[config.mk]
export PLATFORM = sky130hd
export DESIGN_NAME = dual_port_blockram_arbiter_flat
export DESIGN_NICKNAME = d
export VERILOG_FILES = /design/src/rtl/dual_port_blockram_arbiter_pkg.sv /design/src/rtl/dual_port_blockram_arbiter_if.sv /design/src/rtl/dual_port_blockram_arbiter_round_robin_arbiter.sv /design/src/rtl/dual_port_blockram_arbiter.sv /design/src/flat_wrapper.sv
export SDC_FILE = /design/constraint.sdc
export NUM_CORES = 1
export LEC_CHECK = 0
export CAP_MARGIN = 25
export CORE_AREA = 2 2 297 299
export CTS_CLUSTER_SIZE = 14
export DETAILED_ROUTE_END_ITERATION = 10
export DIE_AREA = 0 0 299 301
export PLACE_DENSITY = 0.58
export SETUP_SLACK_MARGIN = 0.2
export SLEW_MARGIN = 0
export SYNTH_ARGS = -nofsm -noshare
export SYNTH_HDL_FRONTEND = slang
export SYNTH_SLANG_ARGS = --single-unit
[constraint.sdc]
create_clock -name clk_in -period 3.75 [get_ports clk_in]
set_clock_uncertainty 0.2 [all_clocks]
set_input_delay 0.375 -clock clk_in [delete_from_list [all_inputs] [get_ports clk_in]]
set_output_delay 0.375 -clock clk_in [all_outputs]
set_load 0.01 [all_outputs]
[src/rtl/dual_port_blockram_arbiter_pkg.sv]
// Shared types for the block-RAM arbiter: sequencer states and the
// lane slice-offset helper used for the flattened request/response buses.
package dual_port_blockram_arbiter_pkg;

  typedef enum logic {
    ST_INIT = 1'b0,
    ST_RUN  = 1'b1
  } state_t;

  function automatic int unsigned slice_lo(input int unsigned idx, input int unsigned width);
    return idx * width;
  endfunction

endpackage

[src/rtl/dual_port_blockram_arbiter_if.sv]
// Requester-side bus: per-lane valid/ready request and fixed-latency response.
interface dual_port_blockram_arbiter_if #(
  parameter int NUM_REQUESTER               = 4,
  parameter int SET_PTR_WIDTH_IN_BITS       = 6,
  parameter int SINGLE_ELEMENT_SIZE_IN_BITS = 64
);
  localparam int N = NUM_REQUESTER;
  localparam int A = SET_PTR_WIDTH_IN_BITS;
  localparam int W = SINGLE_ELEMENT_SIZE_IN_BITS;

  logic [N-1:0]   request_valid_in;
  logic [N-1:0]   request_is_write_in;
  logic [N*A-1:0] request_set_addr_in;
  logic [N*W-1:0] request_element_in;
  logic [N-1:0]   request_ready_out;
  logic [N-1:0]   response_valid_out;
  logic [N*W-1:0] response_element_out;

  modport master (
    output request_valid_in, request_is_write_in, request_set_addr_in, request_element_in,
    input  request_ready_out, response_valid_out, response_element_out
  );

  modport slave (
    input  request_valid_in, request_is_write_in, request_set_addr_in, request_element_in,
    output request_ready_out, response_valid_out, response_element_out
  );
endinterface

[src/rtl/dual_port_blockram_arbiter_round_robin_arbiter.sv]
// Round-robin arbiter: scans from the pointer upward modulo N, pointer
// moves to winner+1 on a grant and holds otherwise.
module round_robin_arbiter #(
  parameter int NUM_REQUESTER               = 4,
  parameter int REQUESTER_PTR_WIDTH_IN_BITS = 2
) (
  input  logic                                   clk_in,
  input  logic                                   reset_n_in,
  input  logic [NUM_REQUESTER-1:0]               request_in,
  output logic [NUM_REQUESTER-1:0]               grant_out,
  output logic [REQUESTER_PTR_WIDTH_IN_BITS-1:0] grant_idx_out,
  output logic                                   grant_valid_out
);
  localparam int N = NUM_REQUESTER;
  localparam int P = REQUESTER_PTR_WIDTH_IN_BITS;

  logic [P-1:0] ptr_q;
  logic [P:0]   sum;
  logic [P-1:0] idx;

  always_comb begin
    grant_out       = '0;
    grant_idx_out   = '0;
    grant_valid_out = 1'b0;
    sum             = '0;
    idx             = '0;
    for (int k = 0; k < N; k++) begin
      sum = {1'b0, ptr_q} + (P+1)'(k);
      if (sum >= (P+1)'(N)) sum = sum - (P+1)'(N);
      idx = sum[P-1:0];
      if (!grant_valid_out && request_in[idx]) begin
        grant_valid_out = 1'b1;
        grant_out[idx]  = 1'b1;
        grant_idx_out   = idx;
      end
    end
  end

  always_ff @(posedge clk_in or negedge reset_n_in) begin
    if (!reset_n_in)
      ptr_q <= '0;
    else if (grant_valid_out)
      ptr_q <= (grant_idx_out == P'(N-1)) ? '0 : grant_idx_out + P'(1);
  end
endmodule

[src/rtl/dual_port_blockram_arbiter.sv]
// Shares one dual-port block RAM among N requesters: zero-fills the RAM after
// reset, then issues up to one read and one write per cycle with 1-cycle responses.
module dual_port_blockram_arbiter
  import dual_port_blockram_arbiter_pkg::*;
#(
  parameter int SINGLE_ELEMENT_SIZE_IN_BITS = 64,
  parameter int NUMBER_SET                  = 64,
  parameter int SET_PTR_WIDTH_IN_BITS       = 6,
  parameter int NUM_REQUESTER               = 4,
  parameter int REQUESTER_PTR_WIDTH_IN_BITS = 2
) (
  input  logic                                   clk_in,
  input  logic                                   reset_n_in,
  dual_port_blockram_arbiter_if.slave            req_if,
  output logic                                   init_done_out,
  output logic                                   ram_read_en_out,
  output logic [SET_PTR_WIDTH_IN_BITS-1:0]       ram_read_set_addr_out,
  input  logic [SINGLE_ELEMENT_SIZE_IN_BITS-1:0] ram_read_element_in,
  output logic                                   ram_write_en_out,
  output logic [SET_PTR_WIDTH_IN_BITS-1:0]       ram_write_set_addr_out,
  output logic [SINGLE_ELEMENT_SIZE_IN_BITS-1:0] ram_write_element_out,
  input  logic [SINGLE_ELEMENT_SIZE_IN_BITS-1:0] ram_evict_element_in
);
  localparam int N = NUM_REQUESTER;
  localparam int A = SET_PTR_WIDTH_IN_BITS;
  localparam int W = SINGLE_ELEMENT_SIZE_IN_BITS;
  localparam int P = REQUESTER_PTR_WIDTH_IN_BITS;

  typedef struct packed {
    logic         rd_vld;
    logic         wr_vld;
    logic [P-1:0] rd_id;
    logic [P-1:0] wr_id;
    logic         fwd;
    logic [W-1:0] fwd_data;
  } issue_t;

  state_t                 state_q;
  logic   [A-1:0]         init_cnt_q;
  issue_t                 iss_q;
  logic                   run;
  logic   [N-1:0][A-1:0]  addr_v;
  logic   [N-1:0][W-1:0]  data_v;
  logic   [N-1:0]         rd_req, wr_req, rd_gnt, wr_gnt, rsp_vld;
  logic   [N-1:0][W-1:0]  rsp_elem;
  logic   [P-1:0]         rd_idx, wr_idx;
  logic                   rd_any, wr_any, collide;

  assign run    = (state_q == ST_RUN);
  assign rd_req = req_if.request_valid_in & ~req_if.request_is_write_in & {N{run}};
  assign wr_req = req_if.request_valid_in &  req_if.request_is_write_in & {N{run}};

  round_robin_arbiter #(.NUM_REQUESTER(N), .REQUESTER_PTR_WIDTH_IN_BITS(P)) u_rd_arb (
    .clk_in, .reset_n_in, .request_in(rd_req),
    .grant_out(rd_gnt), .grant_idx_out(rd_idx), .grant_valid_out(rd_any)
  );

  round_robin_arbiter #(.NUM_REQUESTER(N), .REQUESTER_PTR_WIDTH_IN_BITS(P)) u_wr_arb (
    .clk_in, .reset_n_in, .request_in(wr_req),
    .grant_out(wr_gnt), .grant_idx_out(wr_idx), .grant_valid_out(wr_any)
  );

  assign req_if.request_ready_out = rd_gnt | wr_gnt;
  // RAM returns old data on a same-set collision, so the read lane takes the write data.
  assign collide = rd_any & wr_any & (addr_v[rd_idx] == addr_v[wr_idx]);

  always_comb begin
    ram_read_en_out        = 1'b1;
    ram_write_en_out       = 1'b1;
    ram_read_set_addr_out  = init_cnt_q;
    ram_write_set_addr_out = init_cnt_q;
    ram_write_element_out  = '0;
    if (run) begin
      ram_read_en_out        = rd_any | wr_any;
      ram_write_en_out       = wr_any;
      ram_read_set_addr_out  = rd_any ? addr_v[rd_idx] : addr_v[wr_idx];
      ram_write_set_addr_out = addr_v[wr_idx];
      ram_write_element_out  = data_v[wr_idx];
    end
  end

  always_ff @(posedge clk_in or negedge reset_n_in) begin
    if (!reset_n_in) begin
      state_q       <= ST_INIT;
      init_cnt_q    <= '0;
      init_done_out <= 1'b0;
      iss_q         <= '0;
    end else begin
      iss_q <= '{rd_vld: rd_any, wr_vld: wr_any, rd_id: rd_idx, wr_id: wr_idx,
                 fwd: collide, fwd_data: data_v[wr_idx]};
      case (state_q)
        ST_INIT: begin
          init_cnt_q <= init_cnt_q + A'(1);
          if (init_cnt_q == A'(NUMBER_SET-1)) begin
            state_q       <= ST_RUN;
            init_done_out <= 1'b1;
          end
        end
        default: init_done_out <= 1'b1;
      endcase
    end
  end

  for (genvar i = 0; i < N; i++) begin : g_lane
    logic         rd_hit, wr_hit;
    logic [W-1:0] hold_q;

    assign addr_v[i] = req_if.request_set_addr_in[slice_lo(i, A) +: A];
    assign data_v[i] = req_if.request_element_in[slice_lo(i, W) +: W];
    assign rd_hit    = iss_q.rd_vld && (iss_q.rd_id == P'(i));
    assign wr_hit    = iss_q.wr_vld && (iss_q.wr_id == P'(i));
    assign rsp_vld[i] = rd_hit | wr_hit;
    // Non-responding lanes present the last value they returned.
    assign rsp_elem[i] = rd_hit ? (iss_q.fwd ? iss_q.fwd_data : ram_read_element_in)
                       : wr_hit ? ram_evict_element_in : hold_q;

    always_ff @(posedge clk_in or negedge reset_n_in) begin
      if (!reset_n_in)     hold_q <= '0;
      else if (rsp_vld[i]) hold_q <= rsp_elem[i];
    end
  end

  assign req_if.response_valid_out   = rsp_vld;
  assign req_if.response_element_out = rsp_elem;
endmodule

[src/flat_wrapper.sv]
// flat-port wrapper written by rule: the top's interface ports become plain ports
module dual_port_blockram_arbiter_flat import dual_port_blockram_arbiter_pkg::*;
#(
  parameter int SINGLE_ELEMENT_SIZE_IN_BITS = 64,
  parameter int NUMBER_SET                  = 64,
  parameter int SET_PTR_WIDTH_IN_BITS       = 6,
  parameter int NUM_REQUESTER               = 4,
  parameter int REQUESTER_PTR_WIDTH_IN_BITS = 2
)
  (clk_in, reset_n_in, init_done_out, ram_read_en_out, ram_read_set_addr_out, ram_read_element_in, ram_write_en_out, ram_write_set_addr_out, ram_write_element_out, ram_evict_element_in, req_if_request_valid_in, req_if_request_is_write_in, req_if_request_set_addr_in, req_if_request_element_in, req_if_request_ready_out, req_if_response_valid_out, req_if_response_element_out);
  dual_port_blockram_arbiter_if #(.NUM_REQUESTER(NUM_REQUESTER), .SET_PTR_WIDTH_IN_BITS(SET_PTR_WIDTH_IN_BITS), .SINGLE_ELEMENT_SIZE_IN_BITS(SINGLE_ELEMENT_SIZE_IN_BITS)) req_if_i ();
  input  logic clk_in;
  input  logic reset_n_in;
  output logic init_done_out;
  output logic ram_read_en_out;
  output logic [SET_PTR_WIDTH_IN_BITS-1:0] ram_read_set_addr_out;
  input  logic [SINGLE_ELEMENT_SIZE_IN_BITS-1:0] ram_read_element_in;
  output logic ram_write_en_out;
  output logic [SET_PTR_WIDTH_IN_BITS-1:0] ram_write_set_addr_out;
  output logic [SINGLE_ELEMENT_SIZE_IN_BITS-1:0] ram_write_element_out;
  input  logic [SINGLE_ELEMENT_SIZE_IN_BITS-1:0] ram_evict_element_in;
  input wire logic [$bits(req_if_i.request_valid_in)-1:0] req_if_request_valid_in;
  input wire logic [$bits(req_if_i.request_is_write_in)-1:0] req_if_request_is_write_in;
  input wire logic [$bits(req_if_i.request_set_addr_in)-1:0] req_if_request_set_addr_in;
  input wire logic [$bits(req_if_i.request_element_in)-1:0] req_if_request_element_in;
  output wire logic [$bits(req_if_i.request_ready_out)-1:0] req_if_request_ready_out;
  output wire logic [$bits(req_if_i.response_valid_out)-1:0] req_if_response_valid_out;
  output wire logic [$bits(req_if_i.response_element_out)-1:0] req_if_response_element_out;
  assign req_if_i.request_valid_in = req_if_request_valid_in;
  assign req_if_i.request_is_write_in = req_if_request_is_write_in;
  assign req_if_i.request_set_addr_in = req_if_request_set_addr_in;
  assign req_if_i.request_element_in = req_if_request_element_in;
  assign req_if_request_ready_out = req_if_i.request_ready_out;
  assign req_if_response_valid_out = req_if_i.response_valid_out;
  assign req_if_response_element_out = req_if_i.response_element_out;
  dual_port_blockram_arbiter #(.SINGLE_ELEMENT_SIZE_IN_BITS(SINGLE_ELEMENT_SIZE_IN_BITS), .NUMBER_SET(NUMBER_SET), .SET_PTR_WIDTH_IN_BITS(SET_PTR_WIDTH_IN_BITS), .NUM_REQUESTER(NUM_REQUESTER), .REQUESTER_PTR_WIDTH_IN_BITS(REQUESTER_PTR_WIDTH_IN_BITS)) u_core (.clk_in(clk_in), .reset_n_in(reset_n_in), .req_if(req_if_i), .init_done_out(init_done_out), .ram_read_en_out(ram_read_en_out), .ram_read_set_addr_out(ram_read_set_addr_out), .ram_read_element_in(ram_read_element_in), .ram_write_en_out(ram_write_en_out), .ram_write_set_addr_out(ram_write_set_addr_out), .ram_write_element_out(ram_write_element_out), .ram_evict_element_in(ram_evict_element_in));
endmodule
## Yosys cells after proc, flatten, opt, wreduce, memory -nomap -nowiden

Index checks and enable logic that the tools add are counted.

- Bits in registers: 339
- Input port bits: 418
- Output and inout port bits: 343
- Word-level logic and storage cells: 209

- $add $sub $neg: 17
- $lt $le $gt $ge: 26
- Equality and inequality tests: 10
- Multiplexer cells: 91
- Bitwise logic cells: 19
- Reduce and logical (&&, ||, !) cells: 31

Operator list:

| cell | count |
|---|---|
| 64-bit two-way mux | 11 |
| 64-bit binary-select mux with 2-bit select | 1 |
| 2-bit two-way mux | 18 |
| 4-bit two-way mux | 8 |
| 2-bit by 3-bit less-than comparator with 1-bit output (second input constant) | 10 |
| 1-bit two-way mux | 30 |
| 6-bit two-way mux | 5 |
| 4-bit bitwise OR | 7 |
| 6-bit binary-select mux with 2-bit select | 2 |
| 1-bit logical AND | 22 |
| 3-bit >= comparator (second input constant) | 6 |
| 4-bit AND | 4 |
| 1-bit binary-select mux with 2-bit select | 8 |
| 1-bit demux with 2-bit select | 8 |
| 2-bit by 1-bit >= comparator with 1-bit output (second input constant) | 8 |
| 2-bit by 1-bit subtractor with 2-bit output (second input constant) | 8 |
| 2-bit by 2-bit adder with 3-bit output (second input constant) | 4 |
| 2-bit == test (second input constant) | 6 |
| 2-bit by 1-bit adder with 3-bit output (second input constant) | 2 |
| 6-bit by 1-bit adder with 6-bit output (second input constant) | 1 |
| 6-bit == test | 1 |
| 6-bit == test (second input constant) | 1 |
| 2-bit by 3-bit >= comparator with 1-bit output (second input constant) | 2 |
| 1-bit zero test | 6 |
| other kinds (7) | 15 |

## Depth between registers and ports, before layout

- Depth in word-level cells: 19
- Gate-level depth with buffers: 14
- Mapped depth without buffers: 11

## Modules after synthesis

Synthesis repeated with hierarchy kept, for this count alone.

- Cell total of the unflattened synthesis: 1919
- Area total of the unflattened synthesis: 19713.9 um^2

By module, submodules not included:

| module | times used | cells each | area each (um^2) | sequential area each (um^2) |
|---|---|---|---|---|
| dual_port_blockram_arbiter | 1 | 1789 | 18550.3 | 8383.0 |
| round_robin_arbiter at u_core.u_rd_arb | 1 | 65 | 595.6 | 50.0 |
| round_robin_arbiter at u_core.u_wr_arb | 1 | 65 | 568.0 | 50.0 |

## Worst setup path after synthesis

No wires, ideal clock.

- Path type: register to output
- Start point: register u_core.u_rd_arb.ptr_q[0]
- End point: output ram_read_set_addr_out[1]
- Data arrival time: 2842 ps
- Required time: 3175 ps
- Setup slack: 333 ps
- Stages on the path, launching flop included: 14
- Buffers on the path: 3
- Cells stage by stage: dfrtp_1 > buf_2 > inv_2 > ha_1 > clkbuf_1 > o221ai_1 > o2bb2ai_1 > a221o_1 > buf_4 > mux2i_1 > mux2_1 > nor2_1 > nor2_1 > o21ai_0

- Longest elaborated chain between the ends: 18
- Elaborated cells between the ends (all ways): 41
- Classes of those cells: 7 x add/sub; 4 x order compare; 24 x mux; 6 x reduce/logical

RTL lines:

| element | line | text |
|---|---|---|
| start, declared | dual_port_blockram_arbiter_round_robin_arbiter.sv:17 | `logic [P-1:0] ptr_q;` |
| start signal, assigned | dual_port_blockram_arbiter_round_robin_arbiter.sv:43 | `ptr_q <= (grant_idx_out == P'(N-1)) ? '0 : grant_idx_out + P'(1);` |
| parallel branches: the longest is 16 deep, another holds 2-bit by 1-bit adder with 3-bit output | -- |  |
| 6-bit two-way mux (*) | dual_port_blockram_arbiter.sv:76 | `ram_read_set_addr_out = rd_any ? addr_v[rd_idx] : addr_v[wr_idx];` |
| 6-bit two-way mux (*) | dual_port_blockram_arbiter.sv:73 | `if (run) begin` |
| end, declared | flat_wrapper.sv:16 | `output logic [SET_PTR_WIDTH_IN_BITS-1:0] ram_read_set_addr_out;` |

Mark *: on every way between the ends. The select of a mux whose other input is x is not followed.

## Worst setup path after layout

- Start point: register u_core.u_wr_arb.ptr_q[0]
- End point: register u_core.iss_q[63] in the netlist's numbering

- Longest elaborated chain between the ends: 16
- Elaborated cells between the ends (all ways): 38
- Classes of those cells: 7 x add/sub; 4 x order compare; 21 x mux; 6 x reduce/logical

RTL lines:

| element | line | text |
|---|---|---|
| start, declared | dual_port_blockram_arbiter_round_robin_arbiter.sv:17 |  |
| start signal, assigned | dual_port_blockram_arbiter_round_robin_arbiter.sv:43 |  |
| parallel branches: the longest is 13 deep, another holds 2-bit by 1-bit adder with 3-bit output | -- |  |
| 2-bit two-way mux (*) | dual_port_blockram_arbiter_round_robin_arbiter.sv:31 | `if (!grant_valid_out && request_in[idx]) begin` |
| 64-bit binary-select mux with 2-bit select (*) | dual_port_blockram_arbiter.sv:90 | `fwd: collide, fwd_data: data_v[wr_idx]};` |
| 64-bit two-way mux (not written as such) (*) | dual_port_blockram_arbiter.sv:90 |  |
| end signal, assigned | dual_port_blockram_arbiter.sv:89 | `iss_q <= '{rd_vld: rd_any, wr_vld: wr_any, rd_id: rd_idx, wr_id: wr_idx,` |
| end, declared | dual_port_blockram_arbiter.sv:40 | `issue_t iss_q;` |

Marks and branches as above.
A chain may end at the register's enable or synchronous reset.

==> reports/metrics.yaml <==
rsz0062_at_grt: "true"
yosys.area.top_type: "dfrtp_1"
violations: "negative setup slack"
dp.cells: 4116
p_leak_nw: 15.2
synth.avg_cell_area_sq_um: 9.21
wl_per_cell_um: 20.9
fillers: 8615
finish.utilization_pct: 39.4
r2r-start: "u_core.u_wr_arb.ptr_q[0]"
fp.coreArea_sq_um: 86500
ys_seq_elements: 339
worstSetupEndpoint: "u_core.iss_q[63]"
htree_levels: 2
track_usage_pct: 19.2
fin_hold_ws_ns: 0.233
r2r_setup_slack_ns: -0.12
cp_cell_sequence: "buf_6 > nand3b_1 > a21o_1 > or3_1 > a21oi_2 > o211a_4 > buf_12 > buf_12 > buf_12 > buf_8 > buf_6 > a21oi_2 > buf_4 > buf_4 > buf_4 > buf_4 > buf_4 > buf_4 > buf_4 > buf_4 > buf_4 > buf_6"
multi_input_area_sq_um: 11400
endpoint_kind: "flip-flop"
synth_top_area_share_pct: 42.5
status: "complete, but fails checks"
cts.sinks: 339
antenna_found_initial: 7
setup_ws_ns: -0.123
finalMaxSlewViolations: 0
syn_area_sq_um: 19900
p_comb_share_pct: 28.1
drt_pass1_iterations: 5
path_class: "flip-flop to flip-flop"
final_net_count: 3615
tns_ns: -2.89
p_int_mw: 8.58
cap_violations: 0
synth_flop_cell: "dfrtp_1"
cp_slowest_cell: "dfrtp_1"
crit_path_frequent_cell: "buf_4"
ioPinCount: 761
cp.arrival_ns: 4.13
max_stage_delay_ns: 0.39
yosysUniqueCellTypes: 54
die_w_um: 299
finalHoldViolations: 0
root_buffer: "clkbuf_16"
setup_violations: 59
synth_commonest_cells: "a21oi_1 (461), mux2i_1 (348), dfrtp_1 (339), nor2_1 (208), o21ai_0 (148)"
syn_inst: 2166
via_count: 20661
drt_wl_total_mm: 91.5
ff2ff_path_depth: 22
synth_edf_count: 0
cp_max_fo: 9
antenna_left: 0
drtIter0Drc: 984
cts_buffers: 45
route.detailed.drc: 0
grt-ovfl-total: 0
dpl.hpwl_mm: 65.3
required_ns: 4.01
place_area_sq_um: 30200
drive_gt1_share_pct: 23.2
synth_seq_area_share_pct: 42.5
die_h_um: 301
port_buffers: 760
period_share_pct: 103
p_clk_share_pct: 37.3
insertion_delay_ns: 0.56
grt_pass1_wl_mm: 131
hp-class: "input pin to asynchronous set/reset pin"
period_needed_ns: 3.87
gp_congestion: 0.903
yosysWarnings: 0
via_per_inst: 4.72
ir_drop_v: 0.000218
clk_pin_slew_ns: 0.06
maxSlewHeadroom_pct: 48.2
fin_cells: 4380
dieArea_sq_um: 90000
netSwitchingPower_mw: 3.15
yosysMostFrequentCell: "a21oi_1"
design_area_sq_um: 34100
synthesis.nets: 2593
rr_endpoint: "u_core.iss_q[63]"
cts_tree: "built"
rows: 108
fmax_ghz: 0.258
power.density_nw_per_um2: 344
cp-start-kind: "flip-flop"
grt_pass1_vias: 20227
crit_start: "u_core.u_wr_arb.ptr_q[0]"
seq_power_share_pct: 34.6
tightest_slew_ns: 0.777
initial_core_util_pct: 23.1
grt_start_max_net_pins: 98
cts_buffer_depth: 3
regArea_sq_um: 8490
synth.area.top_cells: "dfrtp_1 (43%), mux2i_1 (17%), a21oi_1 (12%)"
ys_async_sr_fraction_pct: 100
switching_share_pct: 26.9
area_delta_synth_final_pct: 70.9
flip-flops by register name, indices dropped and copies added (netlist names):
register / count
u_core.run: 1
u_core.g_lane.hold_q: 256
u_core.u_rd_arb.ptr_q: 2
u_core.u_wr_arb.ptr_q: 2
u_core.init_cnt_q: 6
u_core.iss_q: 71
u_core.init_done_out: 1
worst max-delay path: cells and delay by family (launching register included):
kind,cells,cell delay [ns]
simple gates,2,0.51
buf+inv,16,2.00
compound gates,4,0.65
flops,1,0.39
area by class of cell:
type | count | area share, %
clock inverter | 10 | 0.407
tap | 1155 | 4.24
antenna | 3 | 0.0220
clock buffer | 71 | 3.98
sequential | 339 | 24.9
timing repair buffer | 1148 | 32.7
inverter | 15 | 0.165
multi-input combinational | 1639 | 33.6
power by group through the flow:
stage	combinational, mW	clock (mW)	sequential [mW]
3_3_place_gp	2.33	0	4.11
3_5_place_dp	2.34	0	4.12
5_1_grt	3.50	4.67	4.08
2_1_floorplan	0.808	0	4.09
4_1_cts	3.04	4.52	4.06
6_report	3.30	4.37	4.06
metal layers:
layer	wire length [um]	track usage, %
met1	38700	24.5
met3	5750	4.19
met5	35	0
met4	2730	5.75
met2	44300	32.5
repair_timing:
| action | in CTS | in global routing |
|---|---|---|
| setup endpoints to repair | 85 | 92 |
| hold buffers | 1 | 0 |
| cloned | 6 | 0 |
| hold endpoints to repair | 75 | 0 |
| pin swaps | 5 | 9 |
| buffers inserted | 148 | 25 |
| resized for setup | 456 | 147 |
cell families after synthesis:
family	count (synthesis)	synth area share [%]
DFF	339	42.5
xor gates and xnor gates	13	0.571
adders and majority gates	9	0.565
AOI/OAI and AO/OA	713	19.4
buffers and inverters	188	3.86
and+or+nand+nor	479	11.2
muxes	425	21.8
metrics by stage:
step / power, mW / setup WS (ns)
2_1_floorplan: 4.89 / 0.333
3_3_place_gp: 6.44 / -0.335
3_5_place_dp: 6.46 / -0.348
4_1_cts: 11.6 / -0.164
5_1_grt: 12.3 / -0.295
6_report: 11.7 / -0.123
layout by cell type, fill, tap and decap left out, types with 11 or more instances in the layout:
cell type,instances
clkdlybuf4s50_1,679
a211oi_4,11
and2_1,63
mux2_2,71
buf_6,80
inv_1,11
clkbuf_1,15
mux2i_1,345
nand2_1,88
nand3_1,12
buf_4,253
a21oi_2,43
buf_12,36
nor2b_1,63
dfrtp_1,337
o21ai_0,135
nor2_1,203
a211oi_2,33
buf_2,72
clkbuf_16,47
o21ai_1,11
a211oi_1,20
a21oi_1,414
buf_8,13
worst min path at each step:
stage | from | endpoint | slack (ns) | depth (start not counted)
after floorplan | reset_n_in | u_core.g_lane[0].hold_q[0] | -0.12 | 0
after global placement | u_core.init_done_out | u_core.init_done_out | 0.25 | 1
after detailed placement | u_core.init_done_out | u_core.init_done_out | 0.25 | 1
after CTS | reset_n_in | u_core.g_lane[0].hold_q[2] | 0.23 | 2
after global routing | u_core.init_done_out | u_core.init_done_out | 0.27 | 1
final | reset_n_in | u_core.g_lane[0].hold_q[2] | 0.23 | 2
Note: power is estimated with default switching activity, not from simulation.
